[src/rtl/gcm_decrypt_verify.sv]
// Single-block AES-GCM decrypt + tag verify.
// GHASH over (A, C, L) with a bit-serial GF(2^128) multiplier, one bit per
// cycle. Plaintext is released only when the computed tag matches i_tag.
// Bit 0 of every [0:127] vector is the MSB (SP 800-38D ordering).
module gcm_decrypt_verify (
    input  logic         clk,
    input  logic         i_reset_n,
    input  logic         i_start,
    input  logic [0:127] i_hash_key,
    input  logic [0:127] i_ek_j0,
    input  logic [0:127] i_keystream,
    input  logic [0:127] i_aad,
    input  logic [7:0]   i_aad_len,
    input  logic [0:127] i_cipher_text,
    input  logic [7:0]   i_ct_len,
    input  logic [0:127] i_tag,
    output logic         o_busy,
    output logic         o_done,
    output logic         o_tag_ok,
    output logic         o_error,
    output logic [0:127] o_plain_text,
    output logic [0:127] o_tag
);

    typedef enum logic [2:0] {IDLE, MUL_A, MUL_C, MUL_L, FINAL, DONE} state_t;

    // Reduction constant for the right shift: x^128 = x^7 + x^2 + x + 1
    localparam logic [0:127] R_POLY = {8'he1, 120'b0};
    localparam logic [0:127] ONES   = '1;

    // Keep the first len bits (MSB side), zero the rest
    function automatic logic [0:127] len_mask(input logic [7:0] len);
        return ~(ONES >> len);
    endfunction

    function automatic logic is_mul(input state_t s);
        return (s == MUL_A) || (s == MUL_C) || (s == MUL_L);
    endfunction

    state_t       state, state_n;
    logic         accept, load, bad_len;

    // Request registers (captured on accept)
    logic [0:127] h_r, ekj0_r, ks_r, aad_r, ct_r, tag_r;
    logic [7:0]   aad_len_r, ct_len_r;
    logic         err_r;

    // GHASH / multiplier state
    logic [0:127] y, z, v, x;
    logic [6:0]   cnt;

    logic [0:127] z_step, v_step;
    logic [0:127] a_src, c_src, l_src, h_src, y_src, next_blk;
    logic [0:127] tag_calc, pt_calc;
    logic         tag_match;

    assign accept  = i_start && ((state == IDLE) || (state == DONE));
    assign bad_len = (i_aad_len > 8'd128) || (i_ct_len > 8'd128);
    assign o_busy  = is_mul(state) || (state == FINAL);
    assign o_done  = (state == DONE);

    // State register
    always_ff @(posedge clk or negedge i_reset_n) begin
        if (!i_reset_n) state <= IDLE;
        else            state <= state_n;
    end

    // Next-state: skip empty A/C blocks, error requests go straight through FINAL
    always_comb begin
        state_n = state;
        case (state)
            IDLE, DONE: begin
                state_n = IDLE;
                if (accept) begin
                    if (bad_len)               state_n = FINAL;
                    else if (i_aad_len != '0)  state_n = MUL_A;
                    else if (i_ct_len != '0)   state_n = MUL_C;
                    else                       state_n = MUL_L;
                end
            end
            MUL_A: if (cnt == 7'd127) state_n = (ct_len_r != '0) ? MUL_C : MUL_L;
            MUL_C: if (cnt == 7'd127) state_n = MUL_L;
            MUL_L: if (cnt == 7'd127) state_n = FINAL;
            FINAL: state_n = DONE;
            default: state_n = IDLE;
        endcase
    end

    // Multiplier step and operand selection for the next block load
    always_comb begin
        z_step   = x[0] ? (z ^ v) : z;
        v_step   = (v >> 1) ^ (v[127] ? R_POLY : '0);
        // On accept the block operands come straight from the inputs being captured
        a_src    = accept ? (i_aad & len_mask(i_aad_len)) : aad_r;
        c_src    = accept ? (i_cipher_text & len_mask(i_ct_len)) : ct_r;
        l_src    = accept ? {56'b0, i_aad_len, 56'b0, i_ct_len}
                          : {56'b0, aad_len_r, 56'b0, ct_len_r};
        h_src    = accept ? i_hash_key : h_r;
        y_src    = accept ? '0 : z_step;
        case (state_n)
            MUL_A:   next_blk = a_src;
            MUL_C:   next_blk = c_src;
            default: next_blk = l_src;
        endcase
        load     = is_mul(state_n) && (state_n != state);
        tag_calc = y ^ ekj0_r;
        tag_match = (tag_calc == tag_r);
        pt_calc  = (ct_r ^ ks_r) & len_mask(ct_len_r);
    end

    // Request capture and GHASH datapath
    always_ff @(posedge clk or negedge i_reset_n) begin
        if (!i_reset_n) begin
            h_r <= '0; ekj0_r <= '0; ks_r <= '0; aad_r <= '0; ct_r <= '0; tag_r <= '0;
            aad_len_r <= '0; ct_len_r <= '0; err_r <= 1'b0;
            y <= '0; z <= '0; v <= '0; x <= '0; cnt <= '0;
        end else begin
            if (is_mul(state)) begin
                z   <= z_step;
                v   <= v_step;
                x   <= x << 1;
                cnt <= cnt + 7'd1;
                if (cnt == 7'd127) y <= z_step;
            end
            // Entering a multiply: X = Y ^ block, Z = 0, V = H
            if (load) begin
                x   <= y_src ^ next_blk;
                z   <= '0;
                v   <= h_src;
                cnt <= '0;
            end
            if (accept) begin
                h_r       <= i_hash_key;
                ekj0_r    <= i_ek_j0;
                ks_r      <= i_keystream;
                aad_r     <= i_aad & len_mask(i_aad_len);
                ct_r      <= i_cipher_text & len_mask(i_ct_len);
                tag_r     <= i_tag;
                aad_len_r <= i_aad_len;
                ct_len_r  <= i_ct_len;
                err_r     <= bad_len;
                y         <= '0;
                cnt       <= '0;
            end
        end
    end

    // Result registers: cleared on a new request, loaded at the end of FINAL
    always_ff @(posedge clk or negedge i_reset_n) begin
        if (!i_reset_n) begin
            o_tag_ok <= 1'b0; o_error <= 1'b0; o_plain_text <= '0; o_tag <= '0;
        end else if (accept) begin
            o_tag_ok <= 1'b0; o_error <= 1'b0; o_plain_text <= '0; o_tag <= '0;
        end else if (state == FINAL) begin
            o_error      <= err_r;
            o_tag_ok     <= !err_r && tag_match;
            o_tag        <= err_r ? '0 : tag_calc;
            o_plain_text <= (!err_r && tag_match) ? pt_calc : '0;
        end
    end

endmodule
[config.mk]
export PLATFORM = sky130hd
export DESIGN_NAME = gcm_decrypt_verify
export DESIGN_NICKNAME = d
export VERILOG_FILES = /design/src/rtl/gcm_decrypt_verify.sv
export SDC_FILE = /design/constraint.sdc
export NUM_CORES = 2
export LEC_CHECK = 0
export BUFFER_PORTS_ARGS = -buffer_cell sky130_fd_sc_hd__buf_2
export CAP_MARGIN = 20
export CORE_MARGIN = 5
export CORE_UTILIZATION = 28
export DETAILED_ROUTE_END_ITERATION = 7
export PLACE_DENSITY_LB_ADDON = 0.2
export SLEW_MARGIN = 10
export SYNTH_ARGS = -nofsm -noshare
export SYNTH_HDL_FRONTEND = slang
export SYNTH_SLANG_ARGS = --single-unit
[constraint.sdc]
create_clock -name clk -period 5 [get_ports clk]
set_input_delay 0.5 -clock clk [delete_from_list [all_inputs] [get_ports clk]]
set_output_delay 0.5 -clock clk [all_outputs]
set_load 0.02 [all_outputs]
==> impl_results.md <==
* Outcome: finished, final reports clean
* IO buf count at 1046
* Leakage power at 45.88 nW
* Clock period minus worst slack at 4132 ps
* Post-CTS sizing at 0
* Final-report max-slew violation count at 0
* Top-area cell type share of the netlist area at 53.15%
* Max transition margin at 16.34%
* Synth Area in XOR/XNOR at 9.106%
* Biggest area consumer among synthesized cells: dfrtp_1
* Largest net degree at the start of global routing at 220
* Total track usage at 28.38%
* Top_reg_cell synth: dfrtp_1
* Setup TNS at 0 ps
* Vias/cell at 5.098
* Core ar. at 0.2623 mm2
* First-pass iteration count of the detailed router at 6
* Overflow after GRT at 0
* Combinational family with the most area after synthesis: simple AND/OR/NAND/NOR gates
* Initial antenna violation count at 76
* Seq cells post-synth at 1565
* Total number of vias at 69640
* Vias in the first global route at 68000
* CTS H-tree lvls at 4
* Synthesized area at 0.07368 mm2
* Ys async rst share at 100.0%
* Ranking of synthesized cells by area: dfrtp_1, nand2_1, xnor2_1, o21ai_0, xor2_1
* Clock skew at 55.58 ps
* HPWL Detailed at 309.4 mm
* Synth Area in Adders at 0.01698%
* Hold WC Path Type: input pin to flop
* Total of max-cap violations at 0
* DRC at 0
* Worst-Skew Late Latency at 860 ps
* Post-synthesis sequential area ratio at 53.15%
* IO Count at 1047
* Die Y at 523.0 um
* Power per cell area at 753.9 mW/mm2
* Synth unique cells at 73
* Number of flops mapped to enable cells by yosys at 0
* Gp weighted congestion at 0.9744
* Clk buf depth at 3
* Hold-fix buffers, CTS at 585
* CP Max Fanout at 50
* CTS sink count at 1565
* Crit-path cells: buf_4 > nor4_1 > buf_4 > a311o_1 > a211o_1 > o211ai_1 > nor2_4 > buf_4 > a22oi_1 > xnor2_1 > a21oi_2
* Final setup viols at 0
* Starting Density at 28.09%
* PnR worst setup slack at 867.8 ps
* Max Fclk at 242.0 MHz
* Pre-CTS setup slack at 847.3 ps
* Die area at 0.2735 mm2
* Mux share of post-synthesis cell area at 0.1817%
* CTS buffer count at 188
* Simple-gate share of the synthesized area at 22.52%
* CTS tree: done
* Final cell count without fillers at 13660
* Final #Nets at 10740
* Mapped Avg Cell Area at 8.655 um2
* Initial DRC Count at 7452
* Worst path max stage delay at 990 ps
* CP arrival at 4860 ps
* Share of cells above drive strength 1 at 15.83%
* Slew @ Worst Pin at 1243 ps
* Chip width at 523.0 um
* Worst Path Required at 5730 ps
* CP most frequent cell: buf_4
* CTS root buffer: clkbuf_16
* Warnings from Yosys at 0
* WL per Instance at 29.40 um
* Post-synthesis compound-gate area fraction at 11.65%
* Layout area overhead at 29.40%
* Post-CTS Setup Repair Bufs at 0
* CP Launch Type: flop
* Unrepaired setup endpoints after global routing: no
* Synth Net Count at 9301
* Placed cell count at 12690
* Row cnt at 188
* Clk pin slew, worst setup/hold paths at 60 ps
* First-pass GRT wire length at 548.3 mm
* Worst VDD drop at 521.2 uV
* CP max stage cell: nor4_1
* Final Cycle Share at 82.64%
* Fill count at 27040
* Hold Vio Cnt, Final at 0
* Post-route ant nets at 0
* Cells after Synth at 8513
* Crit Path Class: flop to flop
* Crit. End Element: flop
* Routed Wire Length at 401.6 mm
## where the power goes
group	leakage (nW)	switching (mW)	internal, mW	total (mW)
Sequential	19.9	4.68	18.0	22.7
Clock	3.17	6.07	8.42	14.5
Combinational	22.8	24.2	10.5	34.7
Total	45.9	34.9	36.9	71.9
## kinds of logic after synthesis
| family | count (synthesis) |
|---|---|
| xor+xnor | 722 |
| flops | 1565 |
| buf+inv | 596 |
| simple gates | 4169 |
| fa+ha+maj | 1 |
| compound gates | 1448 |
| mux | 12 |
## state kept, by name, indices dropped and copies added (netlist names), 3 cells and up
signal and count:
aad_r 128, ct_r 128, ekj0_r 128, h_r 128, ks_r 128, o_plain_text 128, o_tag 128, tag_r 128
v 128, x 128, y 128, z 128, aad_len_r 8, ct_len_r 8, cnt 7, state 3
## cell usage after synthesis (all sizes together) (109+ instances only)
cell    number
xor2       243
o21ai      578
nand2     3182
nor3       117
a22oi      109
dfrtp     1565
and3       136
nor2       509
a21oi      362
nand3      110
clkbuf     452
a31oi      139
xnor2      451
buf        116
## per-stage QoR
| stage | utilization [%] | cell area [um2] | hold slack [ps] | total power, mW |
|---|---|---|---|---|
| floorplan | - | 73680 | 204.4 | 40.80 |
| global placement | 31.62 | 82930 | 445.9 | 56.63 |
| detailed placement | 31.62 | 82930 | 454.7 | 56.89 |
| CTS | 36.31 | 95240 | 0.04835 | 72.00 |
| global route | 36.33 | 95280 | 19.50 | 75.58 |
| finish | 36.35 | 95340 | 67.84 | 71.88 |
## worst paths after layout
check	cells after the start	slack, ps	endpoint	from
setup / recovery	11	870	x[37]$_DFFE_PN0P_	ct_len_r[0]$_DFFE_PN0N_
hold / removal	3	70	ct_r[85]$_DFF_PN0_	i_cipher_text[85]
setup reg to reg	11	870	x[37]$_DFFE_PN0P_	ct_len_r[0]$_DFFE_PN0N_
hold reg to reg	2	470	aad_r[68]$_DFF_PN0_	aad_r[68]$_DFF_PN0_
max in group asynchronous	3	3310	ekj0_r[53]$_DFFE_PN0N_	i_reset_n
min in group asynchronous	2	280	ks_r[102]$_DFFE_PN0N_	i_reset_n
## critical path, delay by kind of cell (launching register included)
kind,cells,cell delay [ps]
buffers and inverters,3,1150
XOR/XNOR,1,230
flip-flops,1,360
AO/OA/AOI/OAI,5,870
AND/OR/NAND/NOR,2,1370
## cells in the final DEF (no fill, tap or decap), types with 29 or more instances in the layout
cell	n
dfrtp_1	1563
a21o_1	42
buf_2	1045
o21ai_0	575
o31ai_1	29
xor2_1	243
a21oi_1	343
xnor2_1	451
dlygate4sd3_1	585
buf_12	43
nand2_1	3180
and3_1	135
nor3_1	116
clkinv_2	31
clkbuf_8	41
a31oi_1	139
a22o_1	43
clkbuf_16	191
nor2_1	506
clkbuf_1	51
buf_4	141
a22oi_1	109
nand3_1	109
diode_2	38
## per-layer routing
metal / share of wire, % / track usage [%]
met3: 6.9 / 5.024
met1: 44 / 39.65
met5: 0.024 / 0
met2: 44 / 42.63
met4: 5.5 / 13.42
## layout make-up
class,instances,area (um2),share of cell area [%]
antenna,38,95.09,0.09974
clock buffer,283,5535,5.806
clock inverter,67,912.1,0.9567
inverter,28,105.1,0.1102
multi-input combinational,6352,32120,33.69
sequential,1565,39170,41.08
tap,3515,4398,4.613
timing repair buffer,1814,13010,13.64
No activity file was read; power rests on OpenSTA's default activity.
